[src/rtl/lcd_timing_pkg.sv]
`default_nettype none
// ============================================================================
// Module   : lcd_timing_pkg
// Purpose  : AT043TN25 default raster constants, shared types and helpers.
// Revision : 1.0 - initial parametrised release
// ============================================================================
package lcd_timing_pkg;

    localparam int c_at043_h_active = 480;
    localparam int c_at043_h_fp     = 2;
    localparam int c_at043_h_sync   = 41;
    localparam int c_at043_h_bp     = 2;
    localparam int c_at043_v_active = 272;
    localparam int c_at043_v_fp     = 2;
    localparam int c_at043_v_sync   = 10;
    localparam int c_at043_v_bp     = 2;
    localparam int c_at043_clk_div  = 4;
    localparam int c_at043_col_w    = 9;
    localparam int c_at043_row_w    = 9;

    typedef enum logic {
        SYNC_DE_ONLY = 1'b0,
        SYNC_DE_HV   = 1'b1
    } sync_mode_e;

    typedef struct packed {
        logic de;
        logic hsync;
        logic vsync;
        logic line_start;
        logic frame_start;
    } lcd_ctrl_t;

    function automatic int calc_total(input int active, input int fp, input int sync, input int bp);
        return active + fp + sync + bp;
    endfunction

    // Counter width able to hold 0..count-1, never narrower than one bit.
    function automatic int cnt_width(input int count);
        return (count <= 2) ? 1 : $clog2(count);
    endfunction

endpackage
`default_nettype wire

[src/rtl/lcd_pclk_gen.sv]
`default_nettype none
// ============================================================================
// Module   : lcd_pclk_gen
// Purpose  : Divides i_clk into a 50% duty pixel clock plus a one-cycle enable.
// Revision : 1.0 - initial parametrised release
// ============================================================================
module lcd_pclk_gen
    import lcd_timing_pkg::*;
#(
    parameter int CLK_DIV = c_at043_clk_div
) (
    input  logic i_clk,
    input  logic i_rst,
    input  logic i_enable,
    output logic o_clk,
    output logic o_pix_en
);

    localparam int c_dw = cnt_width(CLK_DIV);
    localparam logic [c_dw-1:0] c_cnt_last = c_dw'(CLK_DIV - 1);
    localparam logic [c_dw-1:0] c_cnt_half = c_dw'(CLK_DIV / 2);

    generate
        if (CLK_DIV < 2 || (CLK_DIV % 2) != 0) begin : g_bad_clk_div
            $fatal(1, "lcd_pclk_gen: CLK_DIV must be even and at least 2");
        end
    endgenerate

    logic [c_dw-1:0] r_cnt;
    logic            r_clk;
    logic            r_pix_en;
    logic            w_cnt_last;

    assign w_cnt_last = (r_cnt == c_cnt_last);

    // o_pix_en lands in the last high cycle of o_clk, so consumers update on the falling edge.
    always_ff @(posedge i_clk or posedge i_rst) begin
        if (i_rst) begin
            r_cnt    <= '0;
            r_clk    <= 1'b0;
            r_pix_en <= 1'b0;
        end else if (!i_enable) begin
            r_cnt    <= '0;
            r_clk    <= 1'b0;
            r_pix_en <= 1'b0;
        end else begin
            r_cnt    <= w_cnt_last ? '0 : r_cnt + c_dw'(1);
            r_clk    <= (r_cnt >= c_cnt_half);
            r_pix_en <= w_cnt_last;
        end
    end

    assign o_clk    = r_clk;
    assign o_pix_en = r_pix_en;

endmodule
`default_nettype wire

[src/rtl/lcd_timing_gen.sv]
`default_nettype none
// ============================================================================
// Module   : lcd_timing_gen
// Purpose  : RGB parallel panel raster generator: pixel clock, DE, H/VSYNC,
//            active coordinates and line/frame strobes.
// Revision : 1.0 - initial parametrised release
// ============================================================================
module lcd_timing_gen
    import lcd_timing_pkg::*;
#(
    parameter int H_ACTIVE = c_at043_h_active,
    parameter int H_FP     = c_at043_h_fp,
    parameter int H_SYNC   = c_at043_h_sync,
    parameter int H_BP     = c_at043_h_bp,
    parameter int V_ACTIVE = c_at043_v_active,
    parameter int V_FP     = c_at043_v_fp,
    parameter int V_SYNC   = c_at043_v_sync,
    parameter int V_BP     = c_at043_v_bp,
    parameter int CLK_DIV  = c_at043_clk_div,
    parameter bit SYNC_POL = 1'b0,
    parameter int COL_W    = c_at043_col_w,
    parameter int ROW_W    = c_at043_row_w
) (
    input  logic             i_clk,
    input  logic             i_rst,
    input  logic             i_enable,
    input  logic             i_sync_mode,
    output logic             o_clk,
    output logic             o_pix_en,
    output logic             o_data_enable,
    output logic             o_hsync,
    output logic             o_vsync,
    output logic [COL_W-1:0] o_col,
    output logic [ROW_W-1:0] o_row,
    output logic             o_line_start,
    output logic             o_frame_start
);

    localparam int c_h_total = calc_total(H_ACTIVE, H_FP, H_SYNC, H_BP);
    localparam int c_v_total = calc_total(V_ACTIVE, V_FP, V_SYNC, V_BP);
    localparam int c_hw      = cnt_width(c_h_total);
    localparam int c_vw      = cnt_width(c_v_total);

    localparam logic [c_hw-1:0] c_h_last     = c_hw'(c_h_total - 1);
    localparam logic [c_hw-1:0] c_h_act_end  = c_hw'(H_ACTIVE);
    localparam logic [c_hw-1:0] c_hs_first   = c_hw'(H_ACTIVE + H_FP);
    localparam logic [c_hw-1:0] c_hs_last    = c_hw'(H_ACTIVE + H_FP + H_SYNC - 1);
    localparam logic [c_vw-1:0] c_v_last     = c_vw'(c_v_total - 1);
    localparam logic [c_vw-1:0] c_v_act_end  = c_vw'(V_ACTIVE);
    localparam logic [c_vw-1:0] c_vs_first   = c_vw'(V_ACTIVE + V_FP);
    localparam logic [c_vw-1:0] c_vs_last    = c_vw'(V_ACTIVE + V_FP + V_SYNC - 1);

    localparam lcd_ctrl_t c_ctrl_idle = '{
        de:          1'b0,
        hsync:       ~SYNC_POL,
        vsync:       ~SYNC_POL,
        line_start:  1'b0,
        frame_start: 1'b0
    };

    generate
        if (H_ACTIVE > (1 << COL_W)) begin : g_bad_col_w
            $fatal(1, "lcd_timing_gen: COL_W cannot hold H_ACTIVE-1");
        end
        if (V_ACTIVE > (1 << ROW_W)) begin : g_bad_row_w
            $fatal(1, "lcd_timing_gen: ROW_W cannot hold V_ACTIVE-1");
        end
        if (H_SYNC < 1 || V_SYNC < 1 || H_ACTIVE < 1 || V_ACTIVE < 1) begin : g_bad_geometry
            $fatal(1, "lcd_timing_gen: active and sync widths must be at least 1");
        end
    endgenerate

    logic             w_pix_en;
    logic             w_pclk;

    logic [c_hw-1:0]  r_h;
    logic [c_vw-1:0]  r_v;
    sync_mode_e       r_mode;
    lcd_ctrl_t        r_ctrl;
    logic [COL_W-1:0] r_col;
    logic [ROW_W-1:0] r_row;

    logic             w_h_last;
    logic             w_v_last;
    logic             w_origin;
    sync_mode_e       w_mode;
    logic             w_de;
    logic             w_hs_act;
    logic             w_vs_act;
    lcd_ctrl_t        w_ctrl_nxt;

    lcd_pclk_gen #(
        .CLK_DIV (CLK_DIV)
    ) u_pclk_gen (
        .i_clk    (i_clk),
        .i_rst    (i_rst),
        .i_enable (i_enable),
        .o_clk    (w_pclk),
        .o_pix_en (w_pix_en)
    );

    assign w_h_last = (r_h == c_h_last);
    assign w_v_last = (r_v == c_v_last);
    assign w_origin = (r_h == '0) && (r_v == '0);
    // The first pixel of a frame already follows the freshly sampled mode.
    assign w_mode   = w_origin ? sync_mode_e'(i_sync_mode) : r_mode;
    assign w_de     = (r_h < c_h_act_end) && (r_v < c_v_act_end);
    assign w_hs_act = (w_mode == SYNC_DE_HV) && (r_h >= c_hs_first) && (r_h <= c_hs_last);
    assign w_vs_act = (w_mode == SYNC_DE_HV) && (r_v >= c_vs_first) && (r_v <= c_vs_last);

    always_comb begin
        w_ctrl_nxt             = c_ctrl_idle;
        w_ctrl_nxt.de          = w_de;
        w_ctrl_nxt.line_start  = (r_h == '0);
        w_ctrl_nxt.frame_start = w_origin;
        if (w_hs_act) begin
            w_ctrl_nxt.hsync = SYNC_POL;
        end
        if (w_vs_act) begin
            w_ctrl_nxt.vsync = SYNC_POL;
        end
    end

    always_ff @(posedge i_clk or posedge i_rst) begin
        if (i_rst) begin
            r_h    <= '0;
            r_v    <= '0;
            r_mode <= SYNC_DE_ONLY;
        end else if (!i_enable) begin
            r_h <= '0;
            r_v <= '0;
        end else if (w_pix_en) begin
            if (w_origin) begin
                r_mode <= w_mode;
            end
            if (w_h_last) begin
                r_h <= '0;
                r_v <= w_v_last ? '0 : r_v + c_vw'(1);
            end else begin
                r_h <= r_h + c_hw'(1);
            end
        end
    end

    // Outputs describe the pixel the counters pointed at before this advance.
    always_ff @(posedge i_clk or posedge i_rst) begin
        if (i_rst) begin
            r_ctrl <= c_ctrl_idle;
            r_col  <= '0;
            r_row  <= '0;
        end else if (!i_enable) begin
            r_ctrl <= c_ctrl_idle;
            r_col  <= '0;
            r_row  <= '0;
        end else if (w_pix_en) begin
            r_ctrl <= w_ctrl_nxt;
            r_col  <= w_de ? COL_W'(r_h) : '0;
            r_row  <= w_de ? ROW_W'(r_v) : '0;
        end
    end

    assign o_clk         = w_pclk;
    assign o_pix_en      = w_pix_en;
    assign o_data_enable = r_ctrl.de;
    assign o_hsync       = r_ctrl.hsync;
    assign o_vsync       = r_ctrl.vsync;
    assign o_line_start  = r_ctrl.line_start;
    assign o_frame_start = r_ctrl.frame_start;
    assign o_col         = r_col;
    assign o_row         = r_row;

endmodule
`default_nettype wire

[config.mk]
export PLATFORM = sky130hd
export DESIGN_NAME = lcd_timing_gen
export DESIGN_NICKNAME = d
export VERILOG_FILES = /design/src/rtl/lcd_timing_pkg.sv /design/src/rtl/lcd_pclk_gen.sv /design/src/rtl/lcd_timing_gen.sv
export SDC_FILE = /design/constraint.sdc
export NUM_CORES = 1
export LEC_CHECK = 0
export BUFFER_PORTS_ARGS = -buffer_cell sky130_fd_sc_hd__buf_4
export CORE_ASPECT_RATIO = 1.5
export CORE_UTILIZATION = 34
export DETAILED_ROUTE_END_ITERATION = 12
export GPL_TIMING_DRIVEN = 0
export PLACE_DENSITY = 0.53
export SETUP_SLACK_MARGIN = 0.15
export SYNTH_ARGS = -nofsm -noshare
export SYNTH_HDL_FRONTEND = slang
export SYNTH_SLANG_ARGS = --single-unit
export TNS_END_PERCENT = 5
[constraint.sdc]
create_clock -name i_clk -period 1.9 [get_ports i_clk]
set_input_delay 0.095 -clock i_clk [delete_from_list [all_inputs] [get_ports i_clk]]
set_output_delay 0.095 -clock i_clk [all_outputs]
set_load 0.05 [all_outputs]
==> reports/qor.txt, run 1 <==
Crit Path Category -> reg -> reg
synth top area cells -> dfrtp_1 (51%), a22o_1 (7.5%), ha_1 (3.9%), xor2_1 (3.9%), nor2_1 (3.7%)
Post-Syn Nets -> 221
most area-hungry cell type in the Yosys netlist -> dfrtp_1
clock slew at reported path FFs -> 0.08 ns
EDFF count, synth -> 0
crit path launch type -> register
placed standard-cell area -> 2546 µm²
DR DRC count -> 0
data arrival time of the critical path -> 2.08 ns
synthesis-to-layout area growth -> 22.05%
Num CTS Buffers -> 5
Switching Share -> 0.2438
Final Hold Vio Count -> 0
PnR worst setup slack -> -0.003102 ns
die area -> 6892 µm²
Synth cell types -> 39
Synth Instances -> 210
Final Cell Area -> 2721 µm²
Pins Over Slew Limit -> 0
row cnt -> 35
first-pass GRT wire length -> 8038 µm
layout net count -> 258
drt initial violations -> 80
Clock Path Buffers -> 2
wire length per cell -> 15.01 µm
Worst-Skew Late Latency -> 0.30 ns
IO Port Bufs -> 27
flops & latches, synth -> 47
CP bufs+invs -> 1
worst hold margin -> 0.04613 ns
share of cells above drive strength 1 -> 0.2470
PwrDens -> 665.2 nW/µm²
top_reg_cell synth -> dfrtp_1
sequential power share -> 0.574
warning count from the yosys run -> 0
status -> finished, violations left
worst endpoint required time -> 2.08 ns
routed vias/inst -> 5.112
family with the most delay on the worst path -> simple AND/OR/NAND/NOR gates
Worst path slowest cell -> or4b_1
Num Clock Sinks -> 47
initial core utilization -> 0.3586
grt total ovfl -> 0
Final Critical Period -> 1.903 ns
CP max FO -> 4
drt pass-1 iters -> 4
Worst-Margin Slew -> 0.4961 ns
Antenna Cells -> 0
Final ANT Viol Nets -> 0
internal power -> 0.001369 W
Max Cap Viol -> 0
FMAX -> 0.5255 GHz
vias in the first global route -> 1,600
most common cell in the netlist -> dfrtp_1
area share of the largest cell type after synthesis -> 0.5051
Placer Congestion -> 0.8046
Slew headroom -> 0.6692
Power Total -> 0.001810 W
fin crit share -> 1.002
RSZ-0062 raised after global routing -> true
die width -> 68.12 µm
combinational power share -> 0.091
DR vias -> 1,641
Seq/Total Area, Yosys -> 0.5286
DP HPWL -> 3402 µm
CTS root buf -> clkbuf_8
endpoints failing setup -> 1
Leak -> 1.321 nW
failing checks -> negative setup slack
clock share of power -> 0.335
pin count of the biggest net entering global routing -> 32
async set-reset flop share out of synthesis -> 1.000
Post-Route Setup TNS -> -0.003102 ns
num ports -> 29
CTS tree -> done
Mapped Area -> 2230 µm²
Hold Crit Class -> in -> reg
worst-path cell chain -> inv_2 > ha_1 > or4b_1 > or3_4 > a21o_1 > a21oi_1 > nor2_1
Chip Height -> 101.2 µm
most frequent cells after synthesis -> dfrtp_1 (45), nor2_1 (22), a22o_1 (19), nand2_1 (13)
total wire length -> 4819 µm
Peak VDD IR -> 290.3 µV
Net Sw Power -> 0.0004413 W
Worst Clk Skew -> 0.005325 ns
Worst setup EP type -> register
Avg Synthesized Cell Area -> 10.62 µm²
antenna violations before repair -> 0
Placeable Area -> 6218 µm²
CTS H-tree lvls -> 2
Slowest Stage Delay on Critical Path -> 0.44 ns
GRT Total Usage -> 0.1572
## cell families after synthesis
logic type                 after synthesis  synth area share
DFF                                     47            0.5286
and+or+nand+nor                         80            0.1863
adders and majority gates                7           0.03928
AOI/OAI and AO/OA                       36            0.1291
muxes                                    5           0.02357
xor gates and xnor gates                13           0.05107
buffers and inverters                   22           0.04209
## power by group through the flow
| stage | registers [W] | logic [W] | clock network [W] |
|---|---|---|---|
| floorplan | 0.00107 | 0.0000834 | 0 |
| global route | 0.00104 | 0.000183 | 0.000660 |
| finish | 0.00104 | 0.000165 | 0.000606 |
| detailed placement | 0.00106 | 0.000152 | 0 |
| global placement | 0.00105 | 0.000146 | 0 |
| CTS | 0.00104 | 0.000163 | 0.000630 |
## worst reg2reg max path: cells and delay by family (launching register included)
| kind | cells | cell delay [ns] |
|---|---|---|
| compound gates | 2 | 0.31 |
| fa+ha+maj | 1 | 0.12 |
| buf+inv | 1 | 0.07 |
| flops | 1 | 0.42 |
| simple gates | 3 | 0.88 |
## flip-flops by register name, indices dropped and copies added, names as in the netlist
register / count
r_h: 10
o_col: 9
o_row: 9
r_v: 9
u_pclk_gen.r_cnt: 2
o_data_enable: 1
o_frame_start: 1
o_hsync: 1
o_line_start: 1
o_vsync: 1
r_mode: 1
u_pclk_gen.o_clk: 1
u_pclk_gen.o_pix_en: 1
## cell usage in the layout (no fill, tap or decap), types with 2 or more instances in the layout
cell type  netlist  final
xnor2_1          3      3
buf_6            1      2
inv_1           10      7
a21oi_1          3      3
a31oi_1          3      3
nor2_1          22     22
inv_2            0      3
ha_1             7      7
xor2_1          10     10
nand3_1          8      8
o32a_1           2      2
nor3_1           8      8
or3_1            2      2
dfstp_2          2      2
mux2i_1          3      2
nand4_1          8      8
dfrtp_2          0      3
nand2_1         13     13
dfrtp_1         45     42
o21ai_1          2      2
clkbuf_8         0      6
nor4_1           3      2
clkbuf_1         8      5
nor2b_1          3      3
and3_1           4      4
a22o_1          19     19
a21o_1           2      2
buf_4            0     30
and2_1           3      2
## routing by layer
layer | GRT usage | vias up | share of wire
met4 | 0.06410 | 0 | 0.018
met5 | 0 | - | 0
met2 | 0.2481 | 22 | 0.49
li1 | - | 818 | -
met1 | 0.2076 | 795 | 0.46
met3 | 0.03041 | 6 | 0.026
## final cells by class
class / count / area, µm²
plain buffers: 11 / 66.31
clock buffers: 6 / 82.58
clock inverters: 1 / 5.005
fillers: 620 / 3497
inverters: 10 / 37.54
multi-input cells: 141 / 1007
flip-flops and latches: 47 / 1182
well taps: 74 / 92.59
repair buffers: 31 / 247.7
## repair_timing
action / 4_1_cts / 5_1_grt
setup endpoints to repair: 28 / 33
hold endpoints to repair: 14 / 0
setup buffers: 2 / 0
pin swaps: 8 / 4
gates resized for setup: 14 / 8
hold buffers: 1 / 0
## through the flow
stage	setup WS (ns)	instances	util
floorplan	0.07172	210	-
global route	-0.07811	321	0.4376
CTS	-0.004767	321	0.4346
global placement	-0.1416	311	0.4062
detailed placement	-0.1062	312	0.4095
finish	-0.003102	321	0.4376
## final timing paths
path / start / end / slack, ns / cells after the start
setup / recovery: r_v[1]$_DFFE_PP0P_ / r_v[4]$_DFFE_PP0P_ / -0.003 / 7
hold / removal: i_sync_mode / r_mode$_DFFE_PP0P_ / 0.05 / 2
setup reg to reg: r_v[1]$_DFFE_PP0P_ / r_v[4]$_DFFE_PP0P_ / -0.003 / 7
hold reg to reg: u_pclk_gen.r_cnt[0]$_DFF_PP0_ / u_pclk_gen.r_cnt[0]$_DFF_PP0_ / 0.47 / 1
max in group asynchronous: i_rst / r_v[0]$_DFFE_PP0P_ / 1.08 / 4
min in group asynchronous: i_rst / o_data_enable$_DFFE_PP0P_ / 0.33 / 3
No activity file was read; power rests on OpenSTA's default activity.
==> run 2: changes to the inputs <==
- CORE_UTILIZATION: 34 -> 51
- PLACE_DENSITY: 0.53 -> 0.74
==> run 2 against run 1 <==
Against the previous run: the flow now finishes without violations; sequential power about the same; hold slack better by 0.0033 ns; sequential share of layout area fell by 0.34 points; clock skew up 0.0011 ns; largest power group unchanged.
==> reports/qor.txt, run 2 (synthesis gave the netlist of run 1 again) <==
status -> finished clean
first-pass GRT wire length -> 7617 µm (-5.2%)
FMAX -> 0.5285 GHz (+0.58%)
worst slack, placed -> -0.09848 ns (+0.007701 ns)
worst-path cell chain -> inv_2 > ha_1 > or4b_1 > or3_4 > a21o_1 > a21oi_2 > nor2_1
DR vias -> 1,699 (+3.5%)
CP max FO -> 4 (unchanged)
die area -> 4646 µm² (-33%)
PwrDens -> 707.8 nW/µm² (+6.4%)
met3 wire length -> 146 µm (+16%)
data arrival time of the critical path -> 2.07 ns (about the same)
fin crit share -> 0.9958 (-0.005801)
routed vias/inst -> 5.740 (+12%)
Highest Signal Layer -> met4
DP HPWL -> 3093 µm (-9.1%)
Slowest Stage Delay on Critical Path -> 0.43 ns (about the same)
Clock Path Buffers -> 2 (unchanged)
num ports -> 29 (unchanged)
drt pass-1 iters -> 4 (unchanged)
Worst-Margin Slew -> 0.4496 ns (-0.04656 ns)
Final Hold Vio Count -> 0 (unchanged)
Antenna Cells -> 0 (unchanged)
row cnt -> 29 (-17%)
crit path launch type -> register
Filler Cell Count -> 355 (-43%)
layout net count -> 260 (+0.78%)
Num CTS Buffers -> 5 (unchanged)
share of cells above drive strength 1 -> 0.2800 (+0.03304)
worst hold margin -> 0.04943 ns (+0.003296 ns)
vias in the first global route -> 1,661 (+3.8%)
CTS H-tree lvls -> 2 (unchanged)
initial core utilization -> 0.5297 (+0.1712)
Max Cap Viol -> 0 (unchanged)
GRT Total Usage -> 0.2064 (+0.04923)
drt initial violations -> 42 (-48%)
Chip Height -> 82.98 µm (-18%)
die width -> 55.99 µm (-18%)
Worst-Skew Late Latency -> 0.30 ns (about the same)
multi-input combinational cell area -> 1025 µm² (+1.7%)
Worst setup EP type -> register
Peak VDD IR -> 634.7 µV (+120%)
grt total ovfl -> 0 (unchanged)
wire length per cell -> 15.07 µm (+0.39%)
Worst Clk Skew -> 0.006380 ns (+0.001054 ns)
Biggest register -> r_h
Final Critical Period -> 1.892 ns (-0.01102 ns)
antenna violations before repair -> 0 (unchanged)
total wire length -> 4461 µm (-7.4%)
register area -> 1185 µm² (+0.21%)
Num Clock Sinks -> 47 (unchanged)
R2R setup slack -> 0.008 ns (about the same)
Placeable Area -> 4209 µm² (-32%)
Slew headroom -> 0.7003 (+0.03104)
synthesis-to-layout area growth -> 23.29%
most common cell after layout, fill and taps aside -> dfrtp_1
PnR worst setup slack -> 0.007919 ns (+0.01102 ns)
Placer Congestion -> 0.8613 (+7.0%)
clock slew at reported path FFs -> 0.08 ns (about the same)
DRT met1 WL -> 2070 µm (-6.9%)
Crit Path Category -> reg -> reg
max reg flops -> 10 (unchanged)
Leak -> 1.344 nW (+1.8%)
Worst path slowest cell -> or4b_1
commonest cells after routing, fill and taps aside -> dfrtp_1 (40), buf_4 (32), nor2_1 (22), a22o_1 (19), nand2_1 (13)
IO Port Bufs -> 27 (unchanged)
worst endpoint required time -> 2.08 ns (about the same)
Hold Crit Class -> in -> reg
DR DRC count -> 0 (unchanged)
pin count of the biggest net entering global routing -> 29 (-9.4%)
CTS tree -> done
Pins Over Slew Limit -> 0 (unchanged)
RSZ-0062 raised after global routing -> true
endpoints failing setup -> 0 (-1)
CTS root buf -> clkbuf_8
Met2 Routed Length -> 2184 µm (-8.4%)
Final ANT Viol Nets -> 0 (unchanged)
==> run 2: area by class of cell <==
cell class / count / share of cell area
Timing Repair Buffer: 33 / 0.09558
Clock inverter: 2 / 0.01274
Sequential cell: 47 / 0.4310
Buffer: 11 / 0.02321
Inverter: 10 / 0.01365
Clock buffer: 6 / 0.03004
Tap cell: 46 / 0.02094
Multi-Input combinational cell: 141 / 0.3728
==> run 2: final timing paths <==
kind                                                  to                          start  cells past startpoint
max reg2reg                           r_v[4]$_DFFE_PP0P_             r_v[1]$_DFFE_PP0P_                      7
max in group asynchronous            o_vsync$_DFFE_PP1P_                          i_rst                      4
max                                   r_v[4]$_DFFE_PP0P_             r_v[1]$_DFFE_PP0P_                      7
min in group asynchronous           o_col[0]$_DFFE_PP0P_                          i_rst                      3
min                                   r_mode$_DFFE_PP0P_                    i_sync_mode                      2
min reg2reg                u_pclk_gen.r_cnt[0]$_DFF_PP0_  u_pclk_gen.r_cnt[0]$_DFF_PP0_                      1
==> run 2: timing repair <==
item	CTS	global route
hold buffers	1	0
endpoints found under the setup margin	29	39
endpoints found under the hold margin	19	0
gates resized for setup	8	21
pin swaps	0	10
setup buffers	3	1
==> run 2: stage by stage <==
step	utilization	TNS (ns)	area (µm²)	instances	power [W]
4_1_cts	0.6397	0	2693	296	0.001956
6_report	0.6531	0	2749	296	0.001946
3_3_place_gp	0.5919	-0.6378	2491	283	0.001196
2_1_floorplan	-	0	2231	210	0.001156
5_1_grt	0.6531	-0.2531	2749	296	0.002022
3_5_place_dp	0.5966	-0.7588	2511	284	0.001203
==> run 2: report_power, final <==
part	switching (W)	total, W	internal (W)
logic	0.000101	0.000165	0.0000638
registers	0.0000187	0.00104	0.00102
clock network	0.000316	0.000741	0.000425
==> run 2: worst max-delay path: cells and delay by family, from the launching register on <==
family          cells  cell delay, ns
simple gates        3            0.85
flops               1            0.42
compound gates      2            0.30
fa+ha+maj           1            0.13
buf+inv             1            0.07
==> run 2: per-layer routing <==
layer,track usage,up-vias
met1,0.2793,822
met3,0.03738,5
li1,-,838
met4,0.06652,0
met5,0,-
met2,0.3355,34
